$ cat src/rtl/rep_add_mult_pkg.sv
// -----------------------------------------------------------------------------
// rep_add_mult_pkg
//   Shared definitions for the repeated-addition multiplier.
//   Contents:
//     DEFAULT_WIDTH : default operand width (bits)
//     state_t       : controller state encoding (IDLE, RUN, DONE)
//   Optional feature macro used by the design: REP_ADD_MULT_SWAP_EN
// -----------------------------------------------------------------------------
package rep_add_mult_pkg;

   localparam int DEFAULT_WIDTH = 16;

   typedef enum logic [1:0] {
      ST_IDLE = 2'd0,
      ST_RUN  = 2'd1,
      ST_DONE = 2'd2
   } state_t;

endpackage

$ cat src/rtl/rep_add_mult_dp.sv
// -----------------------------------------------------------------------------
// rep_add_mult_dp
//   Datapath of the repeated-addition multiplier: multiplicand register,
//   iteration counter, 2*WIDTH accumulator and the counter-is-zero flag.
//   Configuration macro: REP_ADD_MULT_SWAP_EN
//     defined   : on load, the smaller operand becomes the iteration count and
//                 the larger one the addend (tie keeps a as the addend)
//     undefined : count = b, addend = a
//   Ports:
//     clk      in   clock, rising edge
//     rst_n    in   synchronous active-low reset
//     load     in   capture operands into addend register and counter
//     clear    in   zero the accumulator
//     add      in   accumulate one addend and decrement the counter
//     a, b     in   WIDTH-bit unsigned operands
//     eq_z     out  counter is zero
//     product  out  2*WIDTH-bit accumulator
// -----------------------------------------------------------------------------
module rep_add_mult_dp
   import rep_add_mult_pkg::*;
#(
   parameter int WIDTH = DEFAULT_WIDTH
) (
   input  logic                 clk,
   input  logic                 rst_n,
   input  logic                 load,
   input  logic                 clear,
   input  logic                 add,
   input  logic [WIDTH-1:0]     a,
   input  logic [WIDTH-1:0]     b,
   output logic                 eq_z,
   output logic [2*WIDTH-1:0]   product
);

   logic [WIDTH-1:0]   reg_a_reg;
   logic [WIDTH-1:0]   cnt_reg;
   logic [2*WIDTH-1:0] acc_reg;
   logic [WIDTH-1:0]   load_a;
   logic [WIDTH-1:0]   load_cnt;
   logic               cnt_zero;
   logic               add_ok;

   // Operand routing into the addend register and counter.
   always_comb begin
      load_a   = a;
      load_cnt = b;
`ifdef REP_ADD_MULT_SWAP_EN
      // Count down the smaller operand so latency is bounded by min(a,b).
      // ">=" keeps a as the addend when the operands are equal.
      if (a >= b) begin
         load_a   = a;
         load_cnt = b;
      end else begin
         load_a   = b;
         load_cnt = a;
      end
`endif
   end

   assign cnt_zero = (cnt_reg == '0);

   // Never step past zero, even if the controller were to request it.
   assign add_ok = add && !cnt_zero;

   always_ff @(posedge clk) begin
      if (!rst_n) begin
         reg_a_reg <= '0;
         cnt_reg   <= '0;
         acc_reg   <= '0;
      end else begin
         if (load) begin
            reg_a_reg <= load_a;
            cnt_reg   <= load_cnt;
         end else if (add_ok) begin
            cnt_reg   <= cnt_reg - 1'b1;
         end

         // Addend is zero-extended; the 2*WIDTH accumulator holds
         // (2^WIDTH-1)^2 so it cannot wrap.
         if (clear) begin
            acc_reg <= '0;
         end else if (add_ok) begin
            acc_reg <= acc_reg + {{WIDTH{1'b0}}, reg_a_reg};
         end
      end
   end

   assign eq_z    = cnt_zero;
   assign product = acc_reg;

endmodule

$ cat src/rtl/rep_add_mult.sv
// -----------------------------------------------------------------------------
// rep_add_mult
//   Sequential unsigned multiplier: product = a * b, formed by repeated
//   addition under a three-state controller (IDLE -> RUN -> DONE -> IDLE).
//   Latency from the start-sampling edge to done is N+1 clocks, where N is the
//   effective iteration count (b, or min(a,b) with swap mode).
//   Configuration macro: REP_ADD_MULT_SWAP_EN (operand swap, see datapath).
//   Ports:
//     clk      in   clock, rising edge
//     rst_n    in   synchronous active-low reset (priority over start)
//     start    in   request, accepted only in IDLE
//     a, b     in   WIDTH-bit unsigned operands, sampled with start
//     busy     out  high while the multiply is running (registered)
//     done     out  one-cycle pulse, product valid while high (registered)
//     product  out  2*WIDTH-bit result, held until the next accepted start
// -----------------------------------------------------------------------------
module rep_add_mult
   import rep_add_mult_pkg::*;
#(
   parameter int WIDTH = DEFAULT_WIDTH
) (
   input  logic                 clk,
   input  logic                 rst_n,
   input  logic                 start,
   input  logic [WIDTH-1:0]     a,
   input  logic [WIDTH-1:0]     b,
   output logic                 busy,
   output logic                 done,
   output logic [2*WIDTH-1:0]   product
);

   state_t state_reg;
   logic   busy_reg;
   logic   done_reg;
   logic   accept;
   logic   do_add;
   logic   eq_z;

   // A request is taken only from IDLE; start in RUN/DONE is simply dropped.
   assign accept = (state_reg == ST_IDLE) && start;
   assign do_add = (state_reg == ST_RUN) && !eq_z;

   // Controller. busy/done are registered alongside the state so they are
   // pure flop outputs with no path from the inputs.
   always_ff @(posedge clk) begin
      if (!rst_n) begin
         state_reg <= ST_IDLE;
         busy_reg  <= 1'b0;
         done_reg  <= 1'b0;
      end else begin
         case (state_reg)
            ST_IDLE: begin
               done_reg <= 1'b0;
               if (start) begin
                  state_reg <= ST_RUN;
                  busy_reg  <= 1'b1;
               end
            end
            ST_RUN: begin
               // The zero check happens before any addition, so b=0 still
               // spends exactly one cycle in RUN.
               if (eq_z) begin
                  state_reg <= ST_DONE;
                  busy_reg  <= 1'b0;
                  done_reg  <= 1'b1;
               end
            end
            ST_DONE: begin
               state_reg <= ST_IDLE;
               busy_reg  <= 1'b0;
               done_reg  <= 1'b0;
            end
            default: begin
               state_reg <= ST_IDLE;
               busy_reg  <= 1'b0;
               done_reg  <= 1'b0;
            end
         endcase
      end
   end

   rep_add_mult_dp #(
      .WIDTH (WIDTH)
   ) u_dp (
      .clk     (clk),
      .rst_n   (rst_n),
      .load    (accept),
      .clear   (accept),
      .add     (do_add),
      .a       (a),
      .b       (b),
      .eq_z    (eq_z),
      .product (product)
   );

   assign busy = busy_reg;
   assign done = done_reg;

endmodule
$ cat config.mk
export PLATFORM = sky130hd
export DESIGN_NAME = rep_add_mult
export DESIGN_NICKNAME = d
export VERILOG_FILES = /design/src/rtl/rep_add_mult_pkg.sv /design/src/rtl/rep_add_mult_dp.sv /design/src/rtl/rep_add_mult.sv
export SDC_FILE = /design/constraint.sdc
export NUM_CORES = 1
export LEC_CHECK = 0
export BUFFER_PORTS_ARGS = -buffer_cell sky130_fd_sc_hd__buf_2
export CAP_MARGIN = 20
export CORE_MARGIN = 10
export CORE_UTILIZATION = 56
export CTS_CLUSTER_DIAMETER = 40
export CTS_CLUSTER_SIZE = 24
export DETAILED_ROUTE_END_ITERATION = 10
export PLACE_DENSITY = 0.78
export SYNTH_ARGS = -nofsm -noshare
export SYNTH_HDL_FRONTEND = slang
export SYNTH_SLANG_ARGS = --single-unit
$ cat constraint.sdc
create_clock -name clk -period 2.75 [get_ports clk]
set_input_delay 0.4125 -clock clk [delete_from_list [all_inputs] [get_ports clk]]
set_output_delay 0.4125 -clock clk [all_outputs]
set_load 0.03 [all_outputs]
== Word level (Yosys, flattened, before mapping) ==
Index checks and enable logic that the tools add are counted.
Word-level totals
  bits in registers: 68
  bits of input ports: 35
  logic and storage cells: 30
Cells by class
  add/subtract/negate cells: 2
  equal/unequal tests: 3
  mux-type cells: 8
  bitwise logic cells: 1
  reduce and logical (&&, ||, !) cells: 10
Operators with widths (count)
  $add A32 B16 Y32: 1
  $mux W16: 2
  $logic_not A16 Y1: 1
  $sub A16 B1 Y16 const B: 1
  $mux W2: 2
  $pmux W2 S2: 1
  $reduce_and A2 Y1: 2
  $logic_and A1 B1 Y1: 3
  $eq A2 B1 Y1 const B: 1
  $logic_not A2 Y1: 1
  $mux W1: 2
  $ne A2 B1 Y1 const B: 1
  $ne A2 B2 Y1 const B: 1
  $pmux W1 S2: 1
  $reduce_bool A2 Y1: 1
  $reduce_or A2 Y1: 1
  $logic_not A1 Y1: 1
  $not A1 Y1: 1

== Depth between registers and ports, before layout ==
  word-level depth: 6
  gate-level depth with buffers: 11
  depth with buffers taken out: 8

== Hierarchy ==
From an unflattened synthesis, not the netlist that was laid out.
Unflattened totals
  cells, all modules: 466
  area total of the unflattened synthesis: 3981.3 µm²
By module, submodules not included
  rep_add_mult_dp: instances 1, cells each 450, area each 3816.2 µm²
  rep_add_mult: instances 1, cells each 16, area each 165.2 µm²

== Worst setup path before layout ==
OpenSTA, ideal clock, no wires.
  kind: register to register
  start: reg u_dp.acc_reg[0], in the netlist u_dp.product[0]
  end: reg u_dp.acc_reg[26], in the netlist u_dp.product[26]
  library setup time: 0.072 ns
  data arrival time: 2.471 ns
  data required time: 2.678 ns
  path slack: 0.208 ns
  stages on the path, launching flop included: 9
  buffers on the path: 0
  path through: dfxtp_1 > ha_1 > fa_1 > a21o_1 > a221oi_1 > o211ai_1 > a211o_1 > nand4_1 > mux2i_1
Between the ends
  longest elaborated chain between the ends: 1
Ends and longest elaborated chain
  from (decl): line rep_add_mult_dp.sv:37  | logic [2*WIDTH-1:0] acc_reg;
  from (signal assigned): line rep_add_mult_dp.sv:83  | acc_reg <= acc_reg + {{WIDTH{1'b0}}, reg_a_reg};
  $add A32 B16 Y32: line rep_add_mult_dp.sv:83
Every way passes these cells.
A chain may end at the register's enable or synchronous reset.

== Worst setup path in the final report ==
Same ends and word-level chain as after synthesis.

==> results.yml <==
setup_path:
  crit_arrival_ns: 2.78
  cp_max_fo: 7
  regToRegStartpoint: "u_dp.product[0]$_SDFFE_PP0P_"
  reg2reg_slack_ns: 0.25
  crit_path_start_kind: "register"
  path_cells: "ha_1, fa_1, a21o_1, a221oi_2, o211ai_1, a211o_1, nand4_1, mux2i_1"
  r2r_end: "u_dp.product[26]$_SDFFE_PP0P_"
  slowest_stage: "fa_1"
  endpoint_kind: "register"
  cp.required_ns: 3.03
  cpPeakStageDelay_ns: 0.41
  crit_type: "register to register"
  reg2regPathDepth: 8
route:
  viasPerCell: 5.88
  wire_per_inst_um: 16.1
  drc: 0
  num_vias: 3896
  drt_wl_total_um: 10700
  ant_nets: 0
  first_pass_iters: 5
  drt_iter0_markers: 263
clock_network:
  htreeDepth: 3
  cts_tree: "done"
  path_clk_slew_ns: 0.08
  clk_path_buf_depth: 2
  cts_buffers: 9
  clk_latency_ns: 0.36
  cts.sinks: 67
  cts_root_buffer: "clkbuf_8"
  cts_setup_buffers: 0
floorplanning:
  die_area_mm2: 0.0108
  die_x_um: 104
  rows: 30
  start_util_pct: 57.7
  ios: 69
  chipHeight_um: 104
  core_region_area_mm2: 0.00679
synth:
  ys_ff_latch: 67
  synth_top_family_by_area: "simple AND/OR/NAND/NOR gates"
  synth_compound_area_share_pct: 21.8
  muxShareOfSynthArea_pct: 3.32
  syn_area_mm2: 0.00392
  syn-num-nets: 551
  ys_types: 56
  synth_edf_count: 0
  ys_async_sr_fraction_pct: 0
  yosys_warnings: 0
  synth_xor_area_share_pct: 3.80
  seq_area_frac_synth_pct: 34.2
  synth_area_per_cell_um2: 7.88
  synth_top_flop_cell: "dfxtp_1"
  synthAdderAreaFrac_pct: 5.93
  yosys.area_share.simple_pct: 26.7
  synthCells: 498
grt:
  grt_use_total_pct: 19.5
  antenna_found_initial: 0
  overflow: 0
  grt_max_degree: 47
  grt_first_pass_wirelength_um: 18000
  grt_pass1_vias: 3827
status:
  status: "completed"
place:
  placed_cells: 647
  place_congestion: 0.880
  hpwl_um: 7720
  port_buffers: 68
layout:
  area_growth_pct: 16.0
  nets: 615
  diodes: 0
  drive_above_1_share_pct: 18.9
  final_common_cell: "nand2_1"
  fin_cells: 663
  mostFrequentLayoutCells: "nand2_1, buf_2, dfxtp_1"
  largest_reg_flops: 32
sta:
  fin_setup_tns_ns: 0
  clock_skew_ns: 0.00916
  clock.fmax_ghz: 0.400
  rsz0062_at_grt: "no"
  finalCriticalPeriod_ns: 2.50
  post-route-period-util_pct: 90.9
  tightest_slew_ns: 0.607
  setup_viol: 0
  slew_headroom_pct: 59.1
  hold_viol: 0
  drv_slew: 0
pwr:
  sw_frac_of_total_pct: 29.3
  power.density_mw_per_mm2: 523
  p_clk_share_pct: 38.2
  p_sw_mw: 0.696
  power_frac_seq_pct: 44.7
  p_comb_share_pct: 17.1
  peakVddDrop_mv: 0.324
  intPower_mw: 1.68
  p_leak_nw: 1.90
worst_hold_path:
  hp-class: "input port to register"
  holdPathStages: 3
  min_to: "u_dp.reg_a_reg[2]$_SDFFE_PN0P_"
  worstHoldStart: "a[2]"
flow_run:
  max_cap_violations: 0
-- layout make-up --
type / instances / area, um2
Clock inverter: 6 / 88.8
Timing Repair Buffer: 79 / 423
Sequential cell: 67 / 1340
Inverter: 8 / 30.0
Clock buffer: 10 / 128
Tap cell: 96 / 120
Fill cell: 605 / 2240
Multi-Input combinational cell: 397 / 2420
-- cells in the mapped netlist (3+ instances only) --
cell type	number	area, um2
a211o_1	3	26.3
mux2i_1	13	130
ha_1	17	213
nor2_1	32	120
a2111o_1	3	33.8
or3_1	17	106
dfxtp_1	67	1340
nor3_1	13	65.1
xnor2_1	12	105
a21o_1	6	45.0
a21oi_1	57	285
o21ai_0	21	105
inv_1	8	30.0
and3_1	9	56.3
a211oi_1	14	105
nand2_1	90	338
nor2b_1	3	18.8
nor4_1	4	25.0
buf_6	3	33.8
nand3b_1	3	22.5
nand3_1	20	100
nand2b_1	3	18.8
nand4_1	11	68.8
o211ai_1	3	22.5
buf_1	3	11.3
a31oi_1	3	18.8
clkbuf_1	18	67.6
xor2_1	5	43.8
-- worst max-delay path, delay by kind of cell (launching register included) --
| kind | cells | cell delay (ns) |
|---|---|---|
| AO/OA/AOI/OAI | 4 | 1.10 |
| adder cells (fa/ha/maj) | 2 | 0.63 |
| flip-flops | 1 | 0.33 |
| multiplexers | 1 | 0.20 |
| AND/OR/NAND/NOR | 1 | 0.15 |
-- power groups by stage --
stage | Combinational [mW] | Clock [mW] | Sequential, mW
6_report | 0.408 | 0.909 | 1.06
5_1_grt | 0.451 | 0.967 | 1.07
4_1_cts | 0.407 | 0.927 | 1.06
3_5_place_dp | 0.405 | 0 | 1.08
3_3_place_gp | 0.394 | 0 | 1.08
2_1_floorplan | 0.296 | 0 | 1.09
-- cells by family (layout without fill, tap and decap cells) --
logic type                 after synthesis  in the layout
buffers and inverters                   34            103
muxes                                   13             13
adders and majority gates               18             18
DFF                                     67             67
and+or+nand+nor                        216            216
AOI/OAI and AO/OA                      133            133
xor gates and xnor gates                17             17
-- layer usage --
metal,vias up,global-route usage (%),share of wire [%]
li1,1930,-,-
met1,1824,24.0,46
met2,118,31.9,47
met3,24,3.78,4.5
met4,0,9.15,2.5
met5,-,0,0
-- how the worst max path moves through the flow --
stage | start | to | slack, ns | cells after the start
after floorplan | u_dp.product[0]$_SDFFE_PP0P_ | u_dp.product[26]$_SDFFE_PP0P_ | 0.21 | 8
after global placement | u_dp.product[0]$_SDFFE_PP0P_ | u_dp.product[26]$_SDFFE_PP0P_ | 0.27 | 8
final | u_dp.product[0]$_SDFFE_PP0P_ | u_dp.product[26]$_SDFFE_PP0P_ | 0.25 | 8
after detailed placement | u_dp.product[0]$_SDFFE_PP0P_ | u_dp.product[26]$_SDFFE_PP0P_ | 0.22 | 8
after CTS | u_dp.product[0]$_SDFFE_PP0P_ | u_dp.product[26]$_SDFFE_PP0P_ | 0.17 | 8
after global routing | u_dp.product[6]$_SDFFE_PP0P_ | u_dp.product[25]$_SDFFE_PP0P_ | 0.08 | 7
-- timing repair --
action	in CTS	in global routing
endpoints found under the setup margin	0	1
hold buffers	0	0
gates resized for setup	0	1
-- through the flow --
| stage | hold WS, ns | utilization (%) | setup WS [ns] | total power [mW] | area [um2] |
|---|---|---|---|---|---|
| after floorplan | 0.440 | - | 0.208 | 1.39 | 3920 |
| after global placement | 0.449 | 63.7 | 0.271 | 1.48 | 4330 |
| after detailed placement | 0.458 | 63.7 | 0.224 | 1.49 | 4330 |
| after CTS | 0.273 | 66.9 | 0.174 | 2.40 | 4540 |
| after global routing | 0.290 | 67.0 | 0.0812 | 2.49 | 4550 |
| final | 0.282 | 67.0 | 0.249 | 2.38 | 4550 |
No activity file was read; power rests on OpenSTA's default activity.
